$ cat src/rtl/alu_wide_seq.sv
// alu_wide_seq: multi-limb ADD/SUB sequencer driving an external 32-bit ALU.
// One 32-bit limb is processed per cycle, lowest limb first. Carry/borrow is
// chained between limbs and the Z flag is accumulated. The full-width result
// and {N,Z,C,V} status are published only when the last limb is captured.
module alu_wide_seq #(
  parameter int N_WORDS = 2
) (
  input  logic                   clk,
  input  logic                   rst,
  input  logic                   start,
  input  logic                   op,
  input  logic                   use_c,
  input  logic                   c_in,
  input  logic [N_WORDS*32-1:0]  a,
  input  logic [N_WORDS*32-1:0]  b,
  output logic                   busy,
  output logic                   done,
  output logic [N_WORDS*32-1:0]  result,
  output logic [3:0]             sr,
  output logic [31:0]            alu_in1,
  output logic [31:0]            alu_in2,
  output logic [3:0]             alu_cmd,
  output logic                   alu_cin,
  output logic                   alu_vin,
  input  logic [31:0]            alu_result,
  input  logic [3:0]             alu_sr
);

  localparam int W     = N_WORDS * 32;
  localparam int IDX_W = (N_WORDS > 1) ? $clog2(N_WORDS) : 1;
  localparam logic [IDX_W-1:0] LAST = IDX_W'(N_WORDS - 1);

  localparam logic [3:0] CMD_ADD = 4'd2;
  localparam logic [3:0] CMD_ADC = 4'd3;
  localparam logic [3:0] CMD_SUB = 4'd4;
  localparam logic [3:0] CMD_SBC = 4'd5;

  typedef enum logic [1:0] {S_IDLE, S_RUN, S_DONE} state_t;

  state_t           state;
  state_t           state_nxt;
  logic [IDX_W-1:0] idx;
  logic             carry;
  logic             z_acc;
  logic             op_lat;
  logic             use_c_lat;
  logic [W-1:0]     a_lat;
  logic [W-1:0]     b_lat;
  logic [W-1:0]     res_acc;
  logic [W-1:0]     res_nxt;
  logic             accept;
  logic             last;

  // A new request is taken only when not already sequencing limbs.
  assign accept  = start && (state != S_RUN);
  assign last    = (idx == LAST);
  assign alu_vin = 1'b0;

  // State register.
  always_ff @(posedge clk) begin
    if (rst) state <= S_IDLE;
    else     state <= state_nxt;
  end

  // Next-state logic.
  always_comb begin
    state_nxt = state;
    case (state)
      S_IDLE:  if (start) state_nxt = S_RUN;
      S_RUN:   if (last)  state_nxt = S_DONE;
      S_DONE:  state_nxt = start ? S_RUN : S_IDLE;
      default: state_nxt = S_IDLE;
    endcase
  end

  // Outputs: status flags and ALU drive; the ALU sees zeros outside RUN.
  // The ALU's SBC subtracts ~Cin while its Cout means borrow, so the
  // borrow register is inverted on the way in for subtraction.
  always_comb begin
    busy    = 1'b0;
    done    = 1'b0;
    alu_cmd = 4'd0;
    alu_cin = 1'b0;
    alu_in1 = 32'd0;
    alu_in2 = 32'd0;
    case (state)
      S_RUN: begin
        busy    = 1'b1;
        alu_in1 = a_lat[int'(idx)*32 +: 32];
        alu_in2 = b_lat[int'(idx)*32 +: 32];
        if (idx == '0) alu_cmd = op_lat ? (use_c_lat ? CMD_SBC : CMD_SUB)
                                        : (use_c_lat ? CMD_ADC : CMD_ADD);
        else           alu_cmd = op_lat ? CMD_SBC : CMD_ADC;
        alu_cin = op_lat ? ~carry : carry;
      end
      S_DONE:  done = 1'b1;
      default: ;
    endcase
  end

  // Working result with the current limb merged in.
  always_comb begin
    res_nxt = res_acc;
    res_nxt[int'(idx)*32 +: 32] = alu_result;
  end

  // Operand latch, limb index, carry/Z chaining and final result capture.
  always_ff @(posedge clk) begin
    if (rst) begin
      idx    <= '0;
      carry  <= 1'b0;
      z_acc  <= 1'b1;
      result <= '0;
      sr     <= 4'd0;
    end else if (accept) begin
      a_lat     <= a;
      b_lat     <= b;
      op_lat    <= op;
      use_c_lat <= use_c;
      carry     <= c_in;
      idx       <= '0;
      z_acc     <= 1'b1;
    end else if (state == S_RUN) begin
      res_acc <= res_nxt;
      carry   <= alu_sr[1];
      z_acc   <= z_acc & alu_sr[2];
      idx     <= last ? '0 : idx + 1'b1;
      if (last) begin
        result <= res_nxt;
        sr     <= {alu_sr[3], z_acc & alu_sr[2], alu_sr[1], alu_sr[0]};
      end
    end
  end

endmodule

$ cat config.mk
export PLATFORM = sky130hd
export DESIGN_NAME = alu_wide_seq
export DESIGN_NICKNAME = d
export VERILOG_FILES = /design/src/rtl/alu_wide_seq.sv
export SDC_FILE = /design/constraint.sdc
export NUM_CORES = 1
export LEC_CHECK = 0
export CORE_MARGIN = 1.5
export CORE_UTILIZATION = 50
export CTS_BUF_LIST = sky130_fd_sc_hd__clkbuf_8
export CTS_CLUSTER_DIAMETER = 80
export DETAILED_ROUTE_END_ITERATION = 8
export PLACE_DENSITY = 0.95
export SYNTH_ARGS = -nofsm -noshare
export SYNTH_HDL_FRONTEND = slang
export SYNTH_SLANG_ARGS = --single-unit
export TNS_END_PERCENT = 50
$ cat constraint.sdc
create_clock -name clk -period 16.3 [get_ports clk]
set_clock_uncertainty 0.2 [all_clocks]
set_input_delay 3.26 -clock clk [delete_from_list [all_inputs] [get_ports clk]]
set_output_delay 3.26 -clock clk [all_outputs]
set_load 0.05 [all_outputs]
# [Yosys cells after proc, flatten, opt, wreduce, memory -nomap -nowiden]
# Index checks and enable logic that the tools add are counted.
[totals] reg_bits=267 output_inout_bits=140 word_cells=54
[op_classes] n_addsub=2 eq_ne=5 shift=4 muxes=20 bitwise_logic=4 n_reduce_logical=8
[op_table] cell="$shiftx 64x7->32" count=2
[op_table] cell="$bwmux 64" count=1
[op_table] cell="$mux 32" count=2
[op_table] cell="$shift 32x33->64 const A" count=1
[op_table] cell="$shiftx 32x33->64" count=1
[op_table] cell="$neg 6->33" count=1
[op_table] cell="$mux 3" count=4
[op_table] cell="$mux 1" count=10
[op_table] cell="$pmux 2 s3" count=1
[op_table] cell="$reduce_and 3->1" count=2
[op_table] cell="$mux 2" count=2
[op_table] cell="$ne 2x2->1 const B" count=2
[op_table] cell="$reduce_and 2->1" count=2
[op_table] cell="$not 1->1" count=3
[op_table] cell="$eq 2x1->1 const B" count=1
[op_table] cell="$eq 2x2->1 const B" count=1
[op_table] cell="$logic_not 2->1" count=1
[op_table] cell="$ne 2x1->1 const B" count=1
[op_table] cell="$reduce_bool 2->1" count=1
[op_table] cell="$reduce_or 2->1" count=1
[op_table] cell="$add 1x1->1 const B" count=1
[op_table] cell="$and 1x1->1" count=1
[op_table] cell="$logic_and 1x1->1" count=1

# [Logic depth before layout (Yosys ltp)]
# Gate-level depths: netlist of the first run.
[depth] word_depth=4 depth_mapped=7

# [Least setup slack after synthesis of the first run]
# Ideal clock, no wire load.
[synth_timing] path_type="in2reg" from="input rst" to="register a_lat[0], enable pin" arrival_ps=8881 path_slack_ps=6598 stages=2 path_buffers=1 path_cell_list="clkbuf_1 -> nor2_1"
[synth_via] elab_chain_len=2
[synth_rtl] element="start: declaration" line_no="9" rtl="input logic rst,"
[synth_rtl] element="$not 1->1 (no line)"
[synth_rtl] element="$reduce_and 2->1 (no line)"
[synth_rtl] element="end signal: assignment" line_no="116" rtl="a_lat <= a;"
[synth_rtl] element="end: declaration" line_no="47" rtl="logic [W-1:0] a_lat;"
# No other way between the ends.
# A chain may end at the register's enable or synchronous reset.

# [Worst setup path after layout of the first run]
[layout_timing] from="register idx" to="output alu_in2[12]"
[layout_via] elab_chain_len=2
[layout_rtl] element="start: declaration" line_no="42" rtl="logic [IDX_W-1:0] idx;"
[layout_rtl] element="start signal: assignment" line_no="127" rtl="idx <= last ? '0 : idx + 1'b1;"
[layout_rtl] element="$shiftx 64x7->32" line_no="90" rtl="alu_in2 = b_lat[int'(idx)*32 +: 32];"
[layout_rtl] element="$mux 32" line_no="86" rtl="case (state)"
[layout_rtl] element="end: declaration" line_no="21" rtl="output logic [31:0] alu_in2,"
# No other way between the ends.

==> metrics.md, run 1 <==
| Metric | Value |
|---|---|
| Post-route DRC | 0 |
| Adder-Cell Fraction of Synth Area | 0 |
| Share of cells above drive strength 1 | 0.0902 |
| Fin util | 0.734 |
| Relative slew slack | 0.203 |
| Synthesized area | between 8000 and 9000 um^2 |
| GP Congestion | 0.839 |
| Post-CTS setup repair buffer count | 0 |
| Tightest Pin Transition | between 1000 and 1500 ps |
| Minimum clock period | 6920 ps |
| Die area | 18,500 um^2 |
| Synth Instances | between 600 and 700 |
| Status | completed |
| Starting density of the core | 0.510 |
| WP data arrival | 3460 ps |
| Internal Power | 0.985 mW |
| Clock root buffer | clkbuf_8 |
| Min-Delay Path Class | reg -> reg |
| # H-tree levels | 2 |
| Register area | 6330 um^2 |
| Crit Path Category | reg -> out |
| Vias | 6,433 |
| Simple-gate area share of the yosys netlist | 0.0970 |
| R2R cell count | 4 |
| Mux cell area share after synthesis | 0.115 |
| Reg clk slew, reported paths | 60 ps |
| Crit path launch type | flop |
| Setup TNS | 0 ps |
| TritonCTS clock tree | done |
| Worst-path fanout max | 59 |
| Total CTS buffers | 39 |
| Layout area overhead | 43.8% |
| Routed vias/inst | 5.20 |
| Pin count of the biggest net entering global routing | 90 |
| Syn avg cell area | 13.1 um^2 |
| DR WL/cell | 19.5 um |
| Power per cell area | 105 nW/um^2 |
| Dpl hpwl | approximately 16 mm |
| I/O pin count | 310 |
| Sw Share | 0.262 |
| DIE HEIGHT | roughly 140 um |
| Unrepaired setup endpoints after global routing | false |
| GR Overflow Total | 0 |
| First-pass GRT wire length | 35.5 mm |
| Logic pwr share | 0.142 |
| Finished Layout Cells | 1,238 |
| Worst vdd ir | 0.0000815 V |
| Switching power | 0.349 mW |
| Critical path required time | 12,840 ps |
| Initial antenna violation count | 4 |
| Fillers | 1,091 |
| Clk_lat worst skew | 530 ps |
| Vias in the first global route | 6,692 |
| Pins over their slew limit | 0 |
| Routed Antenna Nets | 0 |
| Complex-gate fraction of the synthesized area | 0.0411 |
| DIE WIDTH | 136 um |
| Port Buffer Count | 307 |
| Multi-input logic area | 2270 um^2 |
| Clock share of power | 0.349 |
| Rows | 48 |
| Fmax achieved | 145 MHz |
| DP Cell Count | 1,164 |
| XOR/XNOR Fraction of Synth Area | 0.000992 |
| Sequential share of power | 0.509 |
| Max Cap Viol | 0 |
| DR iter-0 viols | 399 |
| Hold-fix buffers, CTS | 0 |
| Core Box Area | between 15,000 and 20,000 um^2 |
| Yosys reg bits | approximately 240 |
| Synth cell types | 24 |
| Leakage | between 4 and 5 nW |
| Critical Path End Type | output pin |
| CTS Sinks | about 240 |
| Synth warn | 0 |
| Endpoints failing setup | 0 |
| Clock buffer depth | 3 |
| Register area share after synthesis | 0.717 |
| Period utilisation layout | 0.424 |
| Largest family of logic cells by synthesized area | multiplexers |
| Global Route Usage Sum | 0.258 |
| Worst Hold Depth | 2 |
| Cts repair resizes | 0 |
| Hold Vio Cnt, Final | 0 |
| Post-layout nets | 1,150 |
| Total detailed-routing wirelength | 24.2 mm |
| Drt pass-1 iters | 5 |
[logic make-up after synthesis]
group,Yosys count
buf+inv,47
flops,235
compound gates,72
mux,97
simple gates,219
xor+xnor,1
other cells,1
[metrics by stage]
step / setup slack (ps) / hold slack [ps] / total power, mW / cell area (um^2)
after floorplan: 6600 / 248 / 0.795 / 8830
after global placement: 9810 / 242 / 0.873 / 12000
after detailed placement: 9710 / 247 / 0.879 / 12000
after CTS: 9330 / 256 / 1.34 / 12700
after global routing: 9200 / 276 / 1.38 / 12700
final: 9380 / 253 / 1.33 / 12700
[routing by layer]
| layer | global-route usage | vias up | part of all wire |
|---|---|---|---|
| met4 | 0.133 | 0 | 0.044 |
| met3 | 0.0768 | 73 | 0.083 |
| li1 | - | 2973 | - |
| met1 | 0.288 | 3048 | 0.36 |
| met5 | 0 | - | 0 |
| met2 | 0.446 | 339 | 0.51 |
[layout make-up]
class / count / area share
clock inverter: 28 / 0.00926
tap: 225 / 0.0222
sequential: 235 / 0.499
multi-input combinational: 391 / 0.179
antenna: 4 / 0.000788
clock buffer: 42 / 0.0455
inverter: 1 / 0.000296
timing repair buffer: 312 / 0.245
[power groups by stage]
stage	Clock [mW]	Sequential, mW	Combinational [mW]
floorplan	0	0.698	0.0972
global placement	0	0.689	0.183
detailed placement	0	0.691	0.188
CTS	0.476	0.679	0.191
global route	0.499	0.680	0.199
finish	0.466	0.678	0.190
[placed cells by master (no fill, tap or decap), types with 3 or more instances in the layout]
cell type,Yosys,routed
dfxtp_1,73,72
inv_1,1,17
nand2_1,136,136
clkinv_2,0,3
mux2i_1,65,65
nor2_1,72,70
clkinv_1,0,7
edfxtp_1,162,162
mux2_2,32,32
clkdlybuf4s50_1,0,306
diode_2,0,4
clkbuf_8,0,42
buf_4,11,5
a21oi_1,71,71
[sequential cells by signal, indices dropped and copies added, names as in the netlist]
name,count
a_lat,64
b_lat,64
result,64
res_acc,32
sr,4
state,2
carry,1
idx,1
op_lat,1
use_c_lat,1
z_acc,1
[critical path: stages (launching register included)]
cell and delay, ps:
dfxtp_4 800, buf_4 770, mux2i_1 220, nor2_1 160, clkdlybuf4s50_1 850
[synth_stat cells (all sizes together)]
cell type | count | area (um^2)
buf | 31 | 198
nor2b | 1 | 6.26
a211oi | 1 | 7.51
conb | 1 | 3.75
nor2 | 72 | 270
nand3 | 1 | 5.00
inv | 1 | 3.75
and2 | 2 | 12.5
nand2b | 3 | 18.8
and3b | 1 | 8.76
a21oi | 71 | 355
clkbuf | 15 | 56.3
nand3b | 2 | 18.8
xnor2 | 1 | 8.76
mux2i | 65 | 651
mux2 | 32 | 360
nor3 | 1 | 5.00
edfxtp | 162 | 4860
dfxtp | 73 | 1460
nand2 | 136 | 510
[final timing paths]
check        slack (ps)       start     endpoint
min reg2reg         250  result[34]   result[34]
min                 250  result[34]   result[34]
max reg2reg       12450    state[1]    b_lat[16]
max                9380         idx  alu_in2[12]
Power figures use the tool's default switching activity.
==> inputs of run 2 (changes only) <==
- CORE_UTILIZATION: 50 -> 46
- PLACE_DENSITY: 0.95 -> 0.88
- clock period: 16.3 -> 6.5 ns (I/O delays scaled with it)
==> metrics.md, run 2 (synthesized netlist as in run 1, its figures left out) <==
| Metric | Value |
|---|---|
| Status | completed (unchanged) |
| Total detailed-routing wirelength | 23.0 mm (was 24.2 mm) |
| Worst vdd ir | 0.000193 V (was 0.0000815 V) |
| Dpl hpwl | 15.6 mm (was 16.2 mm) |
| Biggest regs | a_lat (64), b_lat (64), result (64) (unchanged) |
| CP Launch Point | idx (unchanged) |
| Sequential share of power | 0.504 (was 0.509) |
| Period utilisation layout | 0.703 |
| Vias in the first global route | 6,489 (was 6,692) |
| Worst R2R Start | idx (was state[1]) |
| Post-route DRC | 0 (unchanged) |
| Pins over their slew limit | 0 (unchanged) |
| Sw Share | 0.257 (was 0.262) |
| Rows | 50 (was 48) |
| DR iter-0 viols | 354 (was 399) |
| Layout area overhead | 44.4% (was 43.8%) |
| DP Cell Count | 1,175 (was 1,164) |
| Routed vias/inst | 5.06 (was 5.20) |
| Relative slew slack | 0.361 (was 0.203) |
| Drt pass-1 iters | 4 (was 5) |
| Initial antenna violation count | 1 (was 4) |
| DIE HEIGHT | 142 um (was 136 um) |
| Cts repair resizes | 0 (unchanged) |
| Slowest CP cell | dfxtp_4 (was clkdlybuf4s50_1) |
| Power per cell area | 265 nW/um^2 (was 105 nW/um^2) |
| Critical path cell sequence | buf_4 > mux2i_1 > nor2_1 > clkdlybuf4s50_1 (unchanged) |
| Post-layout nets | 1,152 (was 1,150) |
| Post-CTS setup repair buffer count | 0 (unchanged) |
| Tightest Pin Transition | 956 ps (was 1190 ps) |
| Crit Path Category | reg -> out (unchanged) |
| GP Congestion | 0.838 (was 0.839) |
| Clock buffer depth | 3 (unchanged) |
| DIE WIDTH | 142 um (was 136 um) |
| Commonest non-fill, non-tap cell in the layout | clkdlybuf4s50_1 (unchanged) |
| Starting density of the core | 0.470 (was 0.510) |
| Switching power | 0.867 mW (was 0.349 mW) |
| Hold Vio Cnt, Final | 0 (unchanged) |
| Minimum clock period | ~4600 ps |
| Most frequent cells in the layout | clkdlybuf4s50_1, edfxtp_1, nand2_1 (unchanged) |
| Vias | 6,298 (was 6,433) |
| Port Buffer Count | 307 (unchanged) |
| # H-tree levels | 2 (unchanged) |
| GR Overflow Total | 0 (unchanged) |
| Worst-path fanout max | 46 (was 59) |
| Routed Antenna Nets | 0 (unchanged) |
| Core Box Area | 18,800 um^2 (was 17,300 um^2) |
| Logic pwr share | 0.140 (was 0.142) |
| Clock share of power | 0.356 (was 0.349) |
| Endpoints failing setup | 0 (unchanged) |
| Critical path required time | 5000 ps (was 12,840 ps) |
| Min-Delay Path Class | reg -> reg (unchanged) |
| WP data arrival | 3070 ps (was 3460 ps) |
| TritonCTS clock tree | done (unchanged) |
| Crit path launch type | flop (unchanged) |
| Max Cap Viol | 0 (unchanged) |
| Share of cells above drive strength 1 | 0.0911 (was 0.0902) |
| Leakage | 4.32 nW (was 4.29 nW) |
| Internal Power | 2.51 mW (was 0.985 mW) |
| Fmax achieved | roughly 220 MHz |
| Hold path start | result[22] (was result[34]) |
| Hold-fix buffers, CTS | 0 (unchanged) |
| DR WL/cell | 18.5 um (was 19.5 um) |
| Clk_lat worst skew | 520 ps (was 530 ps) |
| First-pass GRT wire length | 35.0 mm (was 35.5 mm) |
| Pin count of the biggest net entering global routing | 131 (was 90) |
| Die area | 20,000 um^2 (was 18,500 um^2) |
| Worst path max stage delay | 840 ps (was 850 ps) |
| Finished Layout Cells | 1,245 (was 1,238) |
| Unrepaired setup endpoints after global routing | false (unchanged) |
| Global Route Usage Sum | 0.230 (was 0.258) |
| Critical Path End Type | output pin (unchanged) |
| Total CTS buffers | 39 (unchanged) |
| CTS Sinks | 235 (unchanged) |
| I/O pin count | 310 (unchanged) |
| Clock root buffer | clkbuf_8 (unchanged) |
| Reg clk slew, reported paths | 60 ps (about the same) |
| Setup TNS | 0 ps (unchanged) |
run 2: metrics by stage:
step / hold slack, ps / setup slack, ps / power, mW / instance area, um^2 / utilization
after detailed placement: 247 / 2440 / 2.20 / 12000 / 0.641
after floorplan: 248 / 961 / 1.99 / 8830 / -
after global placement: 241 / 2550 / 2.19 / 12000 / 0.641
final: 251 / 1930 / 3.37 / 12700 / 0.679
after CTS: 255 / 1880 / 3.40 / 12700 / 0.679
after global routing: 270 / 1760 / 3.50 / 12700 / 0.679
run 2: routing by layer:
| metal | vias to the layer above | track usage | part of all wire |
|---|---|---|---|
| met5 | - | 0 | 0 |
| met4 | 0 | 0.0890 | 0.032 |
| met3 | 56 | 0.0901 | 0.10 |
| met2 | 297 | 0.399 | 0.50 |
| met1 | 2982 | 0.256 | 0.36 |
| li1 | 2963 | - | - |
run 2: power groups by stage:
stage | Sequential [mW] | Combinational, mW | Clock [mW]
after global routing | 1.71 | 0.498 | 1.29
final | 1.70 | 0.473 | 1.20
after floorplan | 1.75 | 0.244 | 0
after global placement | 1.73 | 0.463 | 0
after CTS | 1.70 | 0.476 | 1.23
after detailed placement | 1.73 | 0.472 | 0
run 2: critical path: cells and delay by family, from the launching register on:
kind | cells | cell delay (ps)
buf+inv | 2 | 1360
flops | 1 | 840
mux | 1 | 170
simple gates | 1 | 150
run 2: final timing paths:
| check | endpoint | slack (ps) | cells after the start |
|---|---|---|---|
| worst max-delay path | alu_in1[15] | 1930 | 4 |
| worst min register to register | result[22] | 250 | 2 |
| worst min-delay path | result[22] | 250 | 2 |
| worst max register to register | result[43] | 3900 | 4 |
run 2: layout make-up:
class,count,area [um^2]
fill,1323,6030
multi-input combinational,391,2260
clock buffer,42,578
clock inverter,27,138
timing repair buffer,314,3130
sequential,235,6330
inverter,1,3.75
antenna,1,2.50
tap,234,293
